## src/rtl/mem_ctrl_burst_if.sv

```systemverilog
// Requester and byte-bus signals of the burst memory controller.
// slave = controller side, master = requesters plus RAM/IO port.
interface mem_ctrl_burst_if #(
  parameter int LINE_WORDS = 4
);
  logic [7:0]              mem_din;
  logic                    io_buffer_full;
  logic [7:0]              mem_dout;
  logic [31:0]             mem_a;
  logic                    mem_wr;

  logic                    ic_req;
  logic [31:0]             ic_addr;
  logic                    ic_flush;
  logic                    ic_valid;
  logic [32*LINE_WORDS-1:0] ic_line;

  logic                    lsb_req;
  logic                    lsb_we;
  logic [1:0]              lsb_size;
  logic                    lsb_signed;
  logic [31:0]             lsb_addr;
  logic [31:0]             lsb_wdata;
  logic                    lsb_valid;
  logic [31:0]             lsb_rdata;

  modport slave (
    input  mem_din, io_buffer_full,
    input  ic_req, ic_addr, ic_flush,
    input  lsb_req, lsb_we, lsb_size, lsb_signed,
    input  lsb_addr, lsb_wdata,
    output mem_dout, mem_a, mem_wr,
    output ic_valid, ic_line,
    output lsb_valid, lsb_rdata
  );

  modport master (
    output mem_din, io_buffer_full,
    output ic_req, ic_addr, ic_flush,
    output lsb_req, lsb_we, lsb_size, lsb_signed,
    output lsb_addr, lsb_wdata,
    input  mem_dout, mem_a, mem_wr,
    input  ic_valid, ic_line,
    input  lsb_valid, lsb_rdata
  );
endinterface

```

## src/rtl/mem_ctrl_burst.sv

```systemverilog
// Byte-bus memory controller: icache line bursts and sized LSB accesses.
// Arbitrates with an LSB streak limit so a waiting refill cannot starve.
module mem_ctrl_burst #(
  parameter int          LINE_WORDS = 4,
  parameter int          LSB_STREAK = 4,
  parameter logic [31:0] IO_ADDR0   = 32'h30000,
  parameter logic [31:0] IO_ADDR1   = 32'h30004
) (
  input logic             clk,
  input logic             rst,
  input logic             rdy,
  mem_ctrl_burst_if.slave bus
);
  localparam int LB = 4 * LINE_WORDS;
  localparam int LW = 8 * LB;
  localparam int IW = $clog2(LB);
  localparam int SW = $clog2(LSB_STREAK + 1);

  typedef enum logic [2:0] {
    IDLE, IFETCH, LOAD, STORE, DONE
  } state_t;

  state_t        state, state_n;
  logic [31:0]   mem_a, mem_a_n;
  logic          mem_wr, mem_wr_n;
  logic [7:0]    mem_dout, mem_dout_n;
  logic          ic_valid, ic_valid_n;
  logic [LW-1:0] ic_line, ic_line_n;
  logic          lsb_valid, lsb_valid_n;
  logic [31:0]   lsb_rdata, lsb_rdata_n;
  logic [SW-1:0] streak, streak_n;
  logic [6:0]    cnt, cnt_n;
  logic [6:0]    len, len_n;
  logic [31:0]   ld_buf, ld_buf_n;
  logic [31:0]   st_data, st_data_n;
  logic [1:0]    op_size, op_size_n;
  logic          op_signed, op_signed_n;
  logic          op_io, op_io_n;

  logic          lsb_io;
  logic          lsb_ok;
  logic          ic_ok;
  logic          streak_max;
  logic [6:0]    lsb_len;
  logic [IW-1:0] cap_idx;
  logic [1:0]    ld_idx;
  logic [1:0]    st_idx;

  assign lsb_io = (bus.lsb_addr == IO_ADDR0) ||
                  (bus.lsb_addr == IO_ADDR1);
  assign lsb_ok = bus.lsb_req &&
                  !(bus.lsb_we && bus.io_buffer_full && lsb_io);
  assign ic_ok = bus.ic_req && !bus.ic_flush;
  assign streak_max = (streak == SW'(LSB_STREAK));
  assign cap_idx = IW'(cnt - 7'd1);
  assign ld_idx = cnt[1:0] - 2'd1;
  assign st_idx = cnt[1:0] + 2'd1;

  always_comb begin
    unique case (1'b1)
      bus.lsb_size == 2'd0: lsb_len = 7'd1;
      bus.lsb_size == 2'd1: lsb_len = 7'd2;
      default:              lsb_len = 7'd4;
    endcase
  end

  always_comb begin
    state_n     = state;
    mem_a_n     = mem_a;
    mem_wr_n    = mem_wr;
    mem_dout_n  = mem_dout;
    ic_valid_n  = ic_valid;
    ic_line_n   = ic_line;
    lsb_valid_n = lsb_valid;
    lsb_rdata_n = lsb_rdata;
    streak_n    = streak;
    cnt_n       = cnt;
    len_n       = len;
    ld_buf_n    = ld_buf;
    st_data_n   = st_data;
    op_size_n   = op_size;
    op_signed_n = op_signed;
    op_io_n     = op_io;

    unique case (state)
      IDLE: begin
        if (ic_ok && (!lsb_ok || streak_max)) begin
          state_n  = IFETCH;
          mem_a_n  = bus.ic_addr & ~32'(LB - 1);
          mem_wr_n = 1'b0;
          cnt_n    = 7'd0;
          len_n    = 7'(LB);
          streak_n = '0;
        end else if (lsb_ok) begin
          if (bus.ic_req && !streak_max)
            streak_n = streak + SW'(1);
          cnt_n       = 7'd0;
          len_n       = lsb_len;
          op_size_n   = bus.lsb_size;
          op_signed_n = bus.lsb_signed;
          op_io_n     = lsb_io;
          st_data_n   = bus.lsb_wdata;
          mem_a_n     = bus.lsb_addr;
          if (bus.lsb_we) begin
            state_n    = STORE;
            mem_wr_n   = 1'b1;
            mem_dout_n = bus.lsb_wdata[7:0];
          end else begin
            state_n  = LOAD;
            mem_wr_n = 1'b0;
          end
        end
      end

      IFETCH: begin
        if (bus.ic_flush) begin
          mem_a_n = 32'd0;
          state_n = DONE;
        end else begin
          if (cnt != 7'd0)
            ic_line_n[{cap_idx, 3'b000} +: 8] = bus.mem_din;
          if (cnt == len) begin
            ic_valid_n = 1'b1;
            mem_a_n    = 32'd0;
            state_n    = DONE;
          end else begin
            cnt_n = cnt + 7'd1;
            if (cnt < len - 7'd1)
              mem_a_n = mem_a + 32'd1;
          end
        end
      end

      LOAD: begin
        // RAM answers one cycle late, so byte k lands two edges after its address
        if (cnt != 7'd0)
          ld_buf_n[{ld_idx, 3'b000} +: 8] = bus.mem_din;
        if (cnt == len) begin
          lsb_valid_n = 1'b1;
          mem_a_n     = 32'd0;
          state_n     = DONE;
          unique case (1'b1)
            op_size == 2'd0:
              lsb_rdata_n = {{24{op_signed & ld_buf_n[7]}},
                             ld_buf_n[7:0]};
            op_size == 2'd1:
              lsb_rdata_n = {{16{op_signed & ld_buf_n[15]}},
                             ld_buf_n[15:0]};
            default:
              lsb_rdata_n = ld_buf_n;
          endcase
        end else begin
          cnt_n = cnt + 7'd1;
          if (cnt < len - 7'd1)
            mem_a_n = mem_a + 32'd1;
        end
      end

      STORE: begin
        if (!(op_io && bus.io_buffer_full)) begin
          if (cnt == len - 7'd1) begin
            mem_wr_n    = 1'b0;
            mem_a_n     = 32'd0;
            lsb_valid_n = 1'b1;
            state_n     = DONE;
          end else begin
            cnt_n      = cnt + 7'd1;
            mem_a_n    = mem_a + 32'd1;
            mem_dout_n = st_data[{st_idx, 3'b000} +: 8];
          end
        end
      end

      DONE: begin
        ic_valid_n  = 1'b0;
        lsb_valid_n = 1'b0;
        state_n     = IDLE;
      end

      default: state_n = IDLE;
    endcase
  end

  always_ff @(posedge clk) begin
    if (rst) begin
      state     <= IDLE;
      mem_a     <= 32'd0;
      mem_wr    <= 1'b0;
      mem_dout  <= 8'd0;
      ic_valid  <= 1'b0;
      ic_line   <= '0;
      lsb_valid <= 1'b0;
      lsb_rdata <= 32'd0;
      streak    <= '0;
      cnt       <= 7'd0;
      len       <= 7'd0;
      ld_buf    <= 32'd0;
      st_data   <= 32'd0;
      op_size   <= 2'd0;
      op_signed <= 1'b0;
      op_io     <= 1'b0;
    end else if (rdy) begin
      state     <= state_n;
      mem_a     <= mem_a_n;
      mem_wr    <= mem_wr_n;
      mem_dout  <= mem_dout_n;
      ic_valid  <= ic_valid_n;
      ic_line   <= ic_line_n;
      lsb_valid <= lsb_valid_n;
      lsb_rdata <= lsb_rdata_n;
      streak    <= streak_n;
      cnt       <= cnt_n;
      len       <= len_n;
      ld_buf    <= ld_buf_n;
      st_data   <= st_data_n;
      op_size   <= op_size_n;
      op_signed <= op_signed_n;
      op_io     <= op_io_n;
    end
  end

  assign bus.mem_a     = mem_a;
  assign bus.mem_wr    = mem_wr;
  assign bus.mem_dout  = mem_dout;
  assign bus.ic_valid  = ic_valid;
  assign bus.ic_line   = ic_line;
  assign bus.lsb_valid = lsb_valid;
  assign bus.lsb_rdata = lsb_rdata;
endmodule

```

## src/flat_wrapper.sv

```systemverilog
// flat-port wrapper written by rule: the top's interface ports become plain ports
module mem_ctrl_burst_flat 
#(
  parameter int          LINE_WORDS = 4,
  parameter int          LSB_STREAK = 4,
  parameter logic [31:0] IO_ADDR0   = 32'h30000,
  parameter logic [31:0] IO_ADDR1   = 32'h30004
)
  (clk, rst, rdy, bus_mem_din, bus_io_buffer_full, bus_ic_req, bus_ic_addr, bus_ic_flush, bus_lsb_req, bus_lsb_we, bus_lsb_size, bus_lsb_signed, bus_lsb_addr, bus_lsb_wdata, bus_mem_dout, bus_mem_a, bus_mem_wr, bus_ic_valid, bus_ic_line, bus_lsb_valid, bus_lsb_rdata);
  mem_ctrl_burst_if #(.LINE_WORDS(LINE_WORDS)) bus_i ();
  input logic clk;
  input logic rst;
  input logic rdy;
  input wire logic [$bits(bus_i.mem_din)-1:0] bus_mem_din;
  input wire logic [$bits(bus_i.io_buffer_full)-1:0] bus_io_buffer_full;
  input wire logic [$bits(bus_i.ic_req)-1:0] bus_ic_req;
  input wire logic [$bits(bus_i.ic_addr)-1:0] bus_ic_addr;
  input wire logic [$bits(bus_i.ic_flush)-1:0] bus_ic_flush;
  input wire logic [$bits(bus_i.lsb_req)-1:0] bus_lsb_req;
  input wire logic [$bits(bus_i.lsb_we)-1:0] bus_lsb_we;
  input wire logic [$bits(bus_i.lsb_size)-1:0] bus_lsb_size;
  input wire logic [$bits(bus_i.lsb_signed)-1:0] bus_lsb_signed;
  input wire logic [$bits(bus_i.lsb_addr)-1:0] bus_lsb_addr;
  input wire logic [$bits(bus_i.lsb_wdata)-1:0] bus_lsb_wdata;
  output wire logic [$bits(bus_i.mem_dout)-1:0] bus_mem_dout;
  output wire logic [$bits(bus_i.mem_a)-1:0] bus_mem_a;
  output wire logic [$bits(bus_i.mem_wr)-1:0] bus_mem_wr;
  output wire logic [$bits(bus_i.ic_valid)-1:0] bus_ic_valid;
  output wire logic [$bits(bus_i.ic_line)-1:0] bus_ic_line;
  output wire logic [$bits(bus_i.lsb_valid)-1:0] bus_lsb_valid;
  output wire logic [$bits(bus_i.lsb_rdata)-1:0] bus_lsb_rdata;
  assign bus_i.mem_din = bus_mem_din;
  assign bus_i.io_buffer_full = bus_io_buffer_full;
  assign bus_i.ic_req = bus_ic_req;
  assign bus_i.ic_addr = bus_ic_addr;
  assign bus_i.ic_flush = bus_ic_flush;
  assign bus_i.lsb_req = bus_lsb_req;
  assign bus_i.lsb_we = bus_lsb_we;
  assign bus_i.lsb_size = bus_lsb_size;
  assign bus_i.lsb_signed = bus_lsb_signed;
  assign bus_i.lsb_addr = bus_lsb_addr;
  assign bus_i.lsb_wdata = bus_lsb_wdata;
  assign bus_mem_dout = bus_i.mem_dout;
  assign bus_mem_a = bus_i.mem_a;
  assign bus_mem_wr = bus_i.mem_wr;
  assign bus_ic_valid = bus_i.ic_valid;
  assign bus_ic_line = bus_i.ic_line;
  assign bus_lsb_valid = bus_i.lsb_valid;
  assign bus_lsb_rdata = bus_i.lsb_rdata;
  mem_ctrl_burst #(.LINE_WORDS(LINE_WORDS), .LSB_STREAK(LSB_STREAK), .IO_ADDR0(IO_ADDR0), .IO_ADDR1(IO_ADDR1)) u_core (.clk(clk), .rst(rst), .rdy(rdy), .bus(bus_i));
endmodule
```

## config.mk

```make
export PLATFORM = sky130hd
export DESIGN_NAME = mem_ctrl_burst_flat
export DESIGN_NICKNAME = d
export VERILOG_FILES = /design/src/rtl/mem_ctrl_burst_if.sv /design/src/rtl/mem_ctrl_burst.sv /design/src/flat_wrapper.sv
export SDC_FILE = /design/constraint.sdc
export NUM_CORES = 1
export LEC_CHECK = 0
export CORE_MARGIN = 2
export CORE_UTILIZATION = 30
export DETAILED_ROUTE_END_ITERATION = 8
export GPL_ROUTABILITY_DRIVEN = 0
export PLACE_DENSITY = 0.51
export SLEW_MARGIN = 15
export SYNTH_ARGS = -nofsm -noshare
export SYNTH_HDL_FRONTEND = slang
export SYNTH_SLANG_ARGS = --single-unit
```

## constraint.sdc

```tcl
create_clock -name clk -period 3.1 [get_ports clk]
set_input_delay 0.62 -clock clk [delete_from_list [all_inputs] [get_ports clk]]
set_output_delay 0.62 -clock clk [all_outputs]
set_load 0.05 [all_outputs]
```

== Word-level counts from Yosys, hierarchy flattened ==
Index checks and enable logic that the tools add are counted.

* Flip-flop bits (word level): 291
* Bits of input ports: 115
* Output and inout port bits: 203
* Logic and storage cells: 144

* $add $sub $neg: 9
* Magnitude comparators: 1
* Eq/ne operators: 21
* Shift-type cells: 5
* Mux-type cells: 52
* Bitwise operators: 4
* Reductions and logical operators: 36

{| class="wikitable"
|+ Operator list
! kind !! number
|-
| 32-bit 2-to-1 mux || 9
|-
| 128-bit bitwise mux || 1
|-
| 32-bit case mux with 4 select lines || 1
|-
| 8-bit by 9-bit variable shift with 128-bit output (first input constant) || 1
|-
| 8-bit by 9-bit indexed part select with 128-bit output || 1
|-
| 32-bit by 18-bit equality test with 1-bit output (second input constant) || 2
|-
| 32-bit case mux with 2 select lines || 1
|-
| 7-bit 2-to-1 mux || 8
|-
| 8-bit 2-to-1 mux || 5
|-
| 32-bit by 1-bit adder with 32-bit output (second input constant) || 1
|-
| 32-bit bitwise mux || 1
|-
| 8-bit by 7-bit variable shift with 32-bit output (first input constant) || 1
|-
| 32-bit by 6-bit indexed part select with 8-bit output || 1
|-
| 8-bit by 7-bit indexed part select with 32-bit output || 1
|-
| 7-bit case mux with 4 select lines || 1
|-
| 3-bit 2-to-1 mux || 9
|-
| 4-bit AND reduction || 6
|-
| 8-bit case mux with 2 select lines || 1
|-
| 7-bit equality test || 2
|-
| 3-bit case mux with 4 select lines || 1
|-
| 1-bit 2-to-1 mux || 10
|-
| 2-bit inequality test (second input constant) || 5
|-
| 5-bit AND reduction || 2
|-
| 7-bit negation with 9-bit output || 1
|-
| 32 further kinds || 56
|}

== Longest topological paths before layout ==
Gate-level depths: netlist of run 1.

* Depth in word-level cells: 10
* Depth in mapped cells: 13
* Depth with buffers taken out: 12

== Worst setup path before layout of run 1 ==
No wires, ideal clock.

* Path type: reg-to-reg
* Start point: register u_core.cnt[0]
* End point: register u_core.mem_a[25] (netlist: u_core.bus.mem_a[25])
* Library setup time: 0.116 ns
* Arrival time: 2.983 ns
* Required time: 2.984 ns
* Slack: 0.001 ns
* Stages on the path, launching flop included: 13
* Period minus slack after synthesis: 3.099 ns
* Cell sequence: dfxtp_1 -> buf_2 -> buf_2 -> inv_1 -> ha_1 -> or4_4 -> nor4_4 -> o21ai_2 -> and2_4 -> buf_6 -> a221oi_2 -> o22ai_1 -> o211a_1

* Longest elaborated chain between the ends: 5
* Elaborated cells on any way between the ends: 9

{| class="wikitable"
|+ Ends and longest elaborated chain
! what !! line !! RTL
|-
| start, declared || mem_ctrl_burst.sv:32 || <nowiki>logic [6:0] cnt, cnt_n;</nowiki>
|-
| start signal, assigned || mem_ctrl_burst.sv:212 || <nowiki>cnt <= cnt_n;</nowiki>
|-
| 7-bit less-than comparator || mem_ctrl_burst.sv:128, mem_ctrl_burst.sv:154 ||
|-
| 32-bit 2-to-1 mux || n/a ||
|-
| 32-bit 2-to-1 mux || mem_ctrl_burst.sv:138 || <nowiki>if (cnt == len) begin</nowiki>
|-
| 32-bit 2-to-1 mux || mem_ctrl_burst.sv:116 || <nowiki>if (bus.ic_flush) begin</nowiki>
|-
| 32-bit case mux with 4 select lines * || mem_ctrl_burst.sv:85 || <nowiki>unique case (state)</nowiki>
|-
| end signal, assigned || mem_ctrl_burst.sv:204 || <nowiki>mem_a <= mem_a_n;</nowiki>
|-
| end, declared || mem_ctrl_burst.sv:24 || <nowiki>logic [31:0] mem_a, mem_a_n;</nowiki>
|}

Every way passes the cells marked *; elsewhere a longest branch is shown, timed or not. The select of a mux whose other input is x is not followed.
A chain may end at the register's enable or synchronous reset.

== Worst setup path after layout of run 1 ==
* Start point: register u_core.len[1]
* End point: register u_core.mem_a[24] (netlist: u_core.bus.mem_a[24])

* Longest elaborated chain between the ends: 6
* Elaborated cells on any way between the ends: 10

{| class="wikitable"
|+ Ends and longest elaborated chain
! what !! line !! RTL
|-
| start, declared || mem_ctrl_burst.sv:33 || <nowiki>logic [6:0] len, len_n;</nowiki>
|-
| start signal, assigned || mem_ctrl_burst.sv:213 || <nowiki>len <= len_n;</nowiki>
|-
| 7-bit by 1-bit subtractor with 7-bit output || mem_ctrl_burst.sv:128, mem_ctrl_burst.sv:154, mem_ctrl_burst.sv:161 ||
|-
| 7-bit less-than comparator || mem_ctrl_burst.sv:128, mem_ctrl_burst.sv:154 ||
|-
| 32-bit 2-to-1 mux || n/a ||
|-
| 32-bit 2-to-1 mux || mem_ctrl_burst.sv:138 ||
|-
| 32-bit 2-to-1 mux || mem_ctrl_burst.sv:116 ||
|-
| 32-bit case mux with 4 select lines * || mem_ctrl_burst.sv:85 ||
|}

Marked as above.

==> results.ini, run 1 <==
[power]
power.leakage_nw=7.06
power_density_nw_per_um2=553
worst_vdd_rail_ir_drop_mv=0.368

[clock_tree]
cts_buffers=36
cts_hold_repair.buffers=0
clock_tree_from_tritoncts=yes
max-clock-path-buffers=3
clk_root_buffer_cell=sky130_fd_sc_hd__clkbuf_16
clkSinkCount=288
clock_pin_slew_reported_for_the_worst_setup_and_hold_paths_after_clock_tree_synthesis_ps=60
htree_levels=2
clock_latency_ps=560

[timing]
fmaxAchievable_mhz=343
worstMarginPinSlew_ps=740
post-route-period-util_pct=93.9
fin_crit_ps=2910
final_max_slew_viols=0
timing.clock.skew_ps=25.2
unrepaired_setup_endpoints_after_global_routing=no
report.final.setup_viol=0
relSlewSlack_pct=50.5
fin_hold_ws_ps=468
final_count_of_hold_timing_violations=0

[flow_run]
cap_violations=0

[routing]
ant_nets=0
route.detailed.drc=0
avgViaCountPerCell=5.01
drt_iter0_markers=751
wire_length_per_cell_after_detailed_routing_um=19.0
dr_total_vias=12400
drt_pre_antenna_iters=5
route.final.wire_length_mm=46.8

[synthesis]
synth-main-ff-cell=sky130_fd_sc_hd__dfxtp_1
list_of_most_frequent_post_synthesis_cells=sky130_fd_sc_hd__dfxtp_1, sky130_fd_sc_hd__nor2_1, sky130_fd_sc_hd__mux2i_1, sky130_fd_sc_hd__a21oi_1, sky130_fd_sc_hd__nand2_1
synth-warning-count=0
ys_seq_area_share_pct=42.8
ys_types=81
yosys.cell_count.top_type=sky130_fd_sc_hd__dfxtp_1
synthesized_instance_count=1485
asyncSetResetFlopFracSynth_pct=0
yosys.area.top_type=sky130_fd_sc_hd__dfxtp_1
post-synth-top-area-fraction_pct=42.8
synth-edff-count=0
synth-seq-cells=288
synth.cell_area_sq_um=13500
synth_area_leaders=sky130_fd_sc_hd__dfxtp_1, sky130_fd_sc_hd__mux2i_1, sky130_fd_sc_hd__nor2_1
syn_avg_cell_area_sq_um=9.08
synthesized_nets=1618

[global_routing]
globalRouteMet3Util_pct=4.28
gr-usage-met1_pct=24.6
number_of_global_route_vias_before_repair=12100
grt_use_met2_pct=32.6
pin_count_of_the_biggest_net_entering_global_routing=128
grt_usage_pct=19.3
gr-max-usage-layer=met2
grt_antenna_before_repair=1
grt_first_pass_wirelength_mm=71.0
grt_remaining_overflow=0

[critical_path]
setup.worst_path.start=u_core.len[1]
worst_setup_path_class=flip-flop to flip-flop
worst-path-max-fanout=6
required_ps=3520
timing.critical_path.from_type=flip-flop
timing.rr.start=u_core.len[1]
timing.critical_path.to_type=flip-flop
worst_ep_arrival_time_ps=3330

[placement]
buffer_ports.inserted=313
placedCellCount=2405
post-dp-hpwl_mm=33.8
placedInstanceArea_sq_um=17900

[floorplanning]
chipHeight_um=216
floorplan.rows=77
core_region_area_sq_um=44300
die_w_um=216
design.portCount=318
fp.dieArea_sq_um=46600
floorplan.initialDensity_pct=30.4

[final_layout]
post_route_cells_drive_above_1_share_pct=13.0
total_nets_final=1985
area_taken_by_flip_flops_and_latches_sq_um=5770
final_cell_count_no_fill=2467
multiInputGateArea_sq_um=7270
syn2layout_area_growth_pct=41.7
final_area_sq_um=19100
layout.filler_cells=4373

[outcome]
outcome=complete, no violations

[worst_hold_path]
min-delay-path-class=flip-flop to flip-flop
worst_hold_startpoint=u_core.bus.ic_line[1]

-- cell type report --
| cell class | count | area share (%) |
|---|---|---|
| sequential | 288 | 30.2 |
| antenna | 1 | 0.0131 |
| multi-input combinational | 1087 | 38.0 |
| clock inverter | 12 | 1.04 |
| tap | 592 | 3.88 |
| clock buffer | 48 | 5.42 |
| inverter | 19 | 0.373 |
| timing repair buffer | 420 | 21.1 |
-- flip-flops by register name, indices dropped and copies added, names as in the netlist --
register	flops
u_core.bus.ic_valid	1
u_core.bus.mem_a	32
u_core.cnt	7
u_core.streak	3
u_core.st_data	32
u_core.bus.mem_wr	1
u_core.op_io	1
u_core.bus.lsb_valid	1
u_core.bus.ic_line	128
u_core.state	3
u_core.bus.lsb_rdata	32
u_core.bus.mem_dout	8
u_core.len	4
u_core.op_size	2
u_core.ld_buf	32
u_core.op_signed	1
-- logic make-up (layout without fill, tap and decap cells) --
logic type / Yosys count / in the layout / synth area share, %
adders and majority gates: 18 / 18 / 1.67
other: 0 / 1 / 0
muxes: 204 / 204 / 16.1
DFF: 288 / 288 / 42.8
xor gates and xnor gates: 17 / 17 / 1.10
and+or+nand+nor: 565 / 565 / 20.1
buffers and inverters: 110 / 499 / 3.57
AOI/OAI and AO/OA: 283 / 283 / 14.7
-- placed cells by master (no fill, tap or decap), drive strengths merged, types with 12 or more instances in the layout --
cell type / Yosys / routed
clkbuf: 60 / 48
inv: 19 / 22
o21ai: 42 / 42
nor3b: 18 / 18
a311oi: 12 / 12
mux2: 21 / 21
buf: 31 / 108
o22ai: 13 / 13
nand2: 67 / 67
nor3: 28 / 28
a211oi: 56 / 56
nor4: 13 / 13
nor2: 287 / 287
clkdlybuf4s50: 0 / 312
mux2i: 175 / 175
and3: 14 / 14
dfxtp: 288 / 288
a21oi: 75 / 75
and2: 39 / 39
nand2b: 21 / 21
nand3: 43 / 43
a31oi: 15 / 15
ha: 18 / 18
o211a: 14 / 14
-- metrics by stage --
stage	power (mW)	setup TNS (ps)	util, %	setup slack [ps]
after floorplan	5.35	0	-	0.957
after global placement	6.22	-3720	40.3	-215
after detailed placement	6.24	-4620	40.3	-270
after CTS	10.7	0	43.1	57.4
after global routing	11.0	0	43.1	0.625
final	10.6	0	43.1	188
-- what timing repair did --
action                     4_1_cts  5_1_grt
buffers inserted                 1        0
setup endpoints to repair        1        5
pin swaps                        1        0
hold endpoints to repair         0        0
resized for setup                0        2
-- worst max-delay path, stage by stage (launching register included) --
cell and delay, ps:
sky130_fd_sc_hd__dfxtp_1 390, sky130_fd_sc_hd__inv_1 80, sky130_fd_sc_hd__ha_1 210, sky130_fd_sc_hd__ha_1 190, sky130_fd_sc_hd__xnor2_1 130, sky130_fd_sc_hd__ha_1 290, sky130_fd_sc_hd__a211o_1 280, sky130_fd_sc_hd__a21oi_2 170
sky130_fd_sc_hd__a21bo_2 230, sky130_fd_sc_hd__and2_4 230, sky130_fd_sc_hd__a21o_2 150, sky130_fd_sc_hd__a21oi_1 60, sky130_fd_sc_hd__a2111oi_0 380
-- path summary, 6_finish.rpt --
| path | cells past startpoint | to | slack (ps) |
|---|---|---|---|
| max | 12 | u_core.bus.mem_a[24] | 190 |
| min | 2 | u_core.bus.ic_line[1] | 470 |
| max reg2reg | 12 | u_core.bus.mem_a[24] | 190 |
| min reg2reg | 2 | u_core.bus.ic_line[1] | 470 |
-- layer usage --
metal / wire length [um] / vias up / part of all wire, %
met5: 0 / - / 0
met4: 1190 / 0 / 2.5
met3: 2940 / 68 / 6.3
met2: 22100 / 386 / 47
met1: 20600 / 5870 / 44
li1: - / 6032 / -
-- where the power goes --
| group | internal, mW | switching (mW) |
|---|---|---|
| registers | 3.85 | 0.150 |
| logic | 0.845 | 1.32 |
| clock network | 2.69 | 1.71 |
| total | 7.38 | 3.18 |
No activity file was read; power rests on OpenSTA's default activity.
==> run 2, diff against run 1 <==
--- a/config.mk
+++ b/config.mk
@@ -5,11 +5,11 @@
 export SDC_FILE = /design/constraint.sdc
 export NUM_CORES = 1
 export LEC_CHECK = 0
-export CORE_MARGIN = 2
+export CORE_MARGIN = 3
 export CORE_UTILIZATION = 30
 export DETAILED_ROUTE_END_ITERATION = 8
 export GPL_ROUTABILITY_DRIVEN = 0
-export PLACE_DENSITY = 0.51
+export PLACE_DENSITY = 0.49
 export SLEW_MARGIN = 15
 export SYNTH_ARGS = -nofsm -noshare
 export SYNTH_HDL_FRONTEND = slang
==> constraint.sdc (replaced) <==
create_clock -name clk -period 3.15 [get_ports clk]
set_input_delay 0.63 -clock clk [delete_from_list [all_inputs] [get_ports clk]]
set_output_delay 0.63 -clock clk [all_outputs]
set_load 0.05 [all_outputs]
==> run 2 against run 1 <==
Combinational power barely moved. Global-route usage fell by 0.16 points. Sequential cell count did not move. Wire length rose by 0.41%. Largest power group is now sequential cells.
==> results.ini, run 2 (synthesis gave the netlist of run 1 again) <==
[timing]
relSlewSlack_pct=17.8
worstMarginPinSlew_ps=1230
fmaxAchievable_mhz=346
report.final.setup_viol=0
post-route-period-util_pct=91.6
tns_ps=0
unrepaired_setup_endpoints_after_global_routing=no
timing.clock.skew_ps=22.2
final_count_of_hold_timing_violations=0
post-route-worst-setup-slack_ps=263
final_max_slew_viols=0
fin_crit_ps=2890

[critical_path]
timing.critical_path.to_type=flip-flop
worst_setup_path_class=flip-flop to flip-flop
reg2reg_slack_ps=260
required_ps=3580
critical_path.cell_chain=inv_1 -> ha_1 -> ha_1 -> xnor2_1 -> ha_1 -> a211o_1 -> a21oi_2 -> a21bo_4 -> buf_4 -> nand2_1 -> o21ai_0 -> a21oi_1 -> a211oi_1
crit_path_max_incr_delay_ps=380
cell_with_the_largest_stage_delay_on_the_worst_path=sky130_fd_sc_hd__dfxtp_1
worst_ep_arrival_time_ps=3320
timing.critical_path.from_type=flip-flop
library_cell_appearing_most_often_on_the_critical_path=sky130_fd_sc_hd__ha_1
worst-path-max-fanout=13

[clock_tree]
htree_levels=2
clkSinkCount=288
clock_pin_slew_reported_for_the_worst_setup_and_hold_paths_after_clock_tree_synthesis_ps=50
cts_buffers=35
clock_tree_from_tritoncts=yes
buffers_inserted_by_post_cts_timing_repair=0
max-clock-path-buffers=3
clock_latency_ps=550
clk_root_buffer_cell=sky130_fd_sc_hd__clkbuf_16
cts_hold_repair.buffers=0
post_cts.resized_instances=0

[power]
power.leakage_nw=6.98
report.power.total_mw=9.88
worst_vdd_rail_ir_drop_mv=0.308
power_density_nw_per_um2=521

[floorplanning]
chipHeight_um=218
die_w_um=218
core_region_area_sq_um=44300
fp.dieArea_sq_um=47500
floorplan.initialDensity_pct=30.4
floorplan.rows=77
design.portCount=318

[final_layout]
layout.filler_cells=4368
max_flop_register=u_core.bus.ic_line
final_cell_count_no_fill=2460
max_ffs_per_register=128
total_nets_final=1980
layout.cells.most_common=sky130_fd_sc_hd__clkdlybuf4s50_1
final_cell_mix=sky130_fd_sc_hd__clkdlybuf4s50_1, sky130_fd_sc_hd__dfxtp_1, sky130_fd_sc_hd__nor2_1
syn2layout_area_growth_pct=40.5
layout.core_utilization_pct=42.7
multiInputGateArea_sq_um=7270
post_route_cells_drive_above_1_share_pct=12.3
area_taken_by_flip_flops_and_latches_sq_um=5770

[routing]
wire_length_per_cell_after_detailed_routing_um=19.1
route.detailed.drc=0
ant_nets=0
avgViaCountPerCell=4.92
route.final.wire_length_mm=47.0
drt_pre_antenna_iters=5
dr_total_vias=12100
drt_iter0_markers=729

[outcome]
outcome=complete, no violations

[global_routing]
grt_first_pass_wirelength_mm=71.7
grt_remaining_overflow=0
number_of_global_route_vias_before_repair=12000
grt_antenna_before_repair=3
pin_count_of_the_biggest_net_entering_global_routing=222
grt_usage_pct=19.2

[placement]
placedCellCount=2402
worst_setup_slack_after_placement_ps=-69.7
buffer_ports.inserted=313
post-dp-hpwl_mm=34.0

[worst_hold_path]
min-delay-path-class=input pin to flip-flop

[flow_run]
cap_violations=0

-- run 2: cell count changes in the layout (fill, tap and decap cells not counted), sizes merged --
cell / change
buf: -4
bufinv: -4
clkbuf: +2
clkinvlp: -2
diode: +2
inv: -2
clkinv: +1
-- run 2: cell type report --
cell class	count	share of cell area [%]
tap	592	3.91
clock inverter	5	0.211
inverter	19	0.376
multi-input combinational	1087	38.4
clock buffer	50	5.35
timing repair buffer	416	21.3
antenna	3	0.0396
sequential	288	30.4
-- run 2: layer usage --
metal	share of wire, %	global-route usage (%)
met1	44	24.6
met2	47	31.8
met3	5.4	3.79
met4	3.1	7.41
met5	0	0
-- run 2: metrics by stage --
step / area (sq um) / hold WS [ps]
5_1_grt: 18900 / 427
6_report: 18900 / 425
4_1_cts: 18900 / 396
3_5_place_dp: 17900 / 461
3_3_place_gp: 17900 / 455
2_1_floorplan: 13500 / 454
-- run 2: worst paths after layout --
path                                       startpoint                     end  depth (start not counted)
worst min-delay path                              rst  u_core.bus.mem_dout[7]                          2
worst max-delay path                    u_core.len[1]    u_core.bus.mem_a[30]                         13
worst max register to register          u_core.len[1]    u_core.bus.mem_a[30]                         13
worst min register to register  u_core.bus.ic_line[3]   u_core.bus.ic_line[3]                          2
-- run 2: report_power, final --
group / internal, mW / switching [mW] / leakage, nW / total, mW
logic: 0.840 / 1.30 / 4.13 / 2.14
clock network: 2.22 / 1.58 / 0.519 / 3.80
registers: 3.79 / 0.145 / 2.33 / 3.93
total: 6.85 / 3.02 / 6.98 / 9.88
-- run 2: worst max-delay path: cells and delay by family, from the launching register on --
kind                     cells  cell delay, ps
XOR/XNOR                     1             130
AND/OR/NAND/NOR              1             120
buffers and inverters        2             290
adder cells (fa/ha/maj)      3             690
flip-flops                   1             380
AO/OA/AOI/OAI                6            1180
==> run 3, diff against run 2 <==
--- a/config.mk
+++ b/config.mk
@@ -6,10 +6,10 @@
 export NUM_CORES = 1
 export LEC_CHECK = 0
 export CORE_MARGIN = 3
-export CORE_UTILIZATION = 30
+export CORE_UTILIZATION = 50
 export DETAILED_ROUTE_END_ITERATION = 8
 export GPL_ROUTABILITY_DRIVEN = 0
-export PLACE_DENSITY = 0.49
+export PLACE_DENSITY = 0.76
 export SLEW_MARGIN = 15
 export SYNTH_ARGS = -nofsm -noshare
 export SYNTH_HDL_FRONTEND = slang
==> constraint.sdc (replaced) <==
create_clock -name clk -period 3.18 [get_ports clk]
set_input_delay 0.636 -clock clk [delete_from_list [all_inputs] [get_ports clk]]
set_output_delay 0.636 -clock clk [all_outputs]
set_load 0.05 [all_outputs]
==> run 3 against run 2 <==
Clock-buffer cell count shrank 12. Sequential power shrank 1%. Combinational power shrank 7%. Hold slack better by 44 ps. Sequential cell count unchanged. Core utilization increased by 26 points. Highest routed layer unchanged.
==> results.ini, run 3 (synthesis gave the netlist of run 1 again) <==
[global_routing]
grt_antenna_before_repair=0
grt_first_pass_wirelength_mm=64.7
pin_count_of_the_biggest_net_entering_global_routing=157
grt_remaining_overflow=0
grt_usage_pct=27.4
number_of_global_route_vias_before_repair=12000

[floorplanning]
floorplan.rows=59
design.portCount=318
chipHeight_um=170
floorplan.initialDensity_pct=51.3
fp.dieArea_sq_um=29000
core_region_area_sq_um=26300
die_w_um=170

[routing]
route.detailed.drc=0
ant_nets=0
route.layer.met1.wl_mm=17.5
wl_met3_mm=2.72
route.final.wire_length_mm=41.4
avgViaCountPerCell=5.80
drt_iter0_markers=1020
dr_wl_met2_mm=19.4
dr.max_layer_used=met4
wire_length_per_cell_after_detailed_routing_um=19.3
dr_total_vias=12400
drt_pre_antenna_iters=5

[placement]
post-dp-hpwl_mm=29.4
buffer_ports.inserted=313
placedCellCount=2095

[timing]
unrepaired_setup_endpoints_after_global_routing=no
fin_crit_ps=2970
relSlewSlack_pct=51.1
post-route-period-util_pct=93.5
timing.clock.skew_ps=17.4
worstMarginPinSlew_ps=733
final_count_of_hold_timing_violations=0
final_max_slew_viols=0
fmaxAchievable_mhz=336
report.final.setup_viol=0
fin_hold_ws_ps=470
tns_ps=0

[clock_tree]
htree_levels=1
cts_buffers=29
clock_latency_ps=540
clkSinkCount=288
max-clock-path-buffers=3
clk_root_buffer_cell=sky130_fd_sc_hd__clkbuf_16
clock_pin_slew_reported_for_the_worst_setup_and_hold_paths_after_clock_tree_synthesis_ps=60
buffers_inserted_by_post_cts_timing_repair=0
clock_tree_from_tritoncts=yes

[critical_path]
timing.critical_path.to_type=flip-flop
worst-path-max-fanout=13
r2r_end=u_core.bus.mem_a[19]
timing.critical_path.from_type=flip-flop
timing.rr.start=u_core.len[1]
reg2reg_slack_ps=210
worst_ep_arrival_time_ps=3390
required_ps=3600
worst_setup_path_class=flip-flop to flip-flop
worst_r2r_path_depth=11

[final_layout]
diodes=0
layout.cells.most_common=sky130_fd_sc_hd__clkdlybuf4s50_1
total_nets_final=1924
final_cell_count_no_fill=2146
multiInputGateArea_sq_um=7260
layout.filler_cells=2072
max_ffs_per_register=128
final_cell_mix=sky130_fd_sc_hd__clkdlybuf4s50_1, sky130_fd_sc_hd__dfxtp_1, sky130_fd_sc_hd__nor2_1
max_flop_register=u_core.bus.ic_line
post_route_cells_drive_above_1_share_pct=9.83
area_taken_by_flip_flops_and_latches_sq_um=5770
syn2layout_area_growth_pct=34.1

[power]
power_density_nw_per_um2=515
worst_vdd_rail_ir_drop_mv=0.421
power.leakage_nw=6.67

[outcome]
outcome=complete, no violations

[worst_hold_path]
min-delay-path-class=flip-flop to flip-flop
hold_end=u_core.bus.ic_line[6]
min_path_cells=2
worst_hold_startpoint=u_core.bus.ic_line[6]

[flow_run]
cap_violations=0

## run 3: worst max-delay path: stages (launching register included)
cell and delay [ps]:
sky130_fd_sc_hd__dfxtp_1 370, sky130_fd_sc_hd__inv_1 80, sky130_fd_sc_hd__ha_1 210, sky130_fd_sc_hd__ha_1 200
sky130_fd_sc_hd__xnor2_1 120, sky130_fd_sc_hd__ha_1 300, sky130_fd_sc_hd__a211o_1 260, sky130_fd_sc_hd__a21oi_1 260
sky130_fd_sc_hd__a211o_2 370, sky130_fd_sc_hd__nand2_2 230, sky130_fd_sc_hd__a222oi_1 390, sky130_fd_sc_hd__nor2_1 80
## run 3: area by class of cell
type,count,share of cell area [%]
Sequential cell,288,31.9
Multi-Input combinational cell,1087,40.2
Timing Repair Buffer,366,19.9
Clock buffer,38,4.48
Clock inverter,13,0.823
Tap cell,335,2.32
Inverter,19,0.394
## run 3: per-layer routing
| layer | track usage, % | vias up |
|---|---|---|
| li1 | - | 5921 |
| met1 | 36.3 | 5923 |
| met2 | 45.1 | 490 |
| met3 | 4.23 | 107 |
| met4 | 10.5 | 0 |
| met5 | 0 | - |
## run 3: per-stage QoR
stage	setup WS [ps]	total power, mW	util [%]	area (sq um)
floorplan	81.0	5.22	-	13500
global placement	35.0	5.90	65.1	17100
detailed placement	47.1	5.93	65.1	17100
CTS	184	9.37	68.8	18100
global route	6.79	9.70	68.8	18100
finish	206	9.31	68.8	18100
## run 3: worst max path at each step
| stage | from | to | depth (start not counted) |
|---|---|---|---|
| 2_1_floorplan | u_core.cnt[0] | u_core.bus.mem_a[25] | 12 |
| 3_3_place_gp | bus_lsb_addr[1] | u_core.bus.mem_a[14] | 9 |
| 3_5_place_dp | bus_lsb_addr[1] | u_core.bus.mem_a[14] | 9 |
| 4_1_cts | u_core.len[1] | u_core.bus.mem_a[24] | 12 |
| 5_1_grt | u_core.len[1] | u_core.bus.mem_a[24] | 12 |
| 6_report | u_core.len[1] | u_core.bus.mem_a[19] | 11 |
## run 3: where the power goes
group | total [mW] | switching [mW] | internal [mW]
clock | 3.43 | 1.41 | 2.03
combinational | 1.99 | 1.24 | 0.754
sequential | 3.89 | 0.142 | 3.75
## run 3: repair_timing
item / in CTS / in global routing
hold buffers: 0 / 0
resized for setup: 0 / 1
endpoints found under the setup margin: 0 / 2
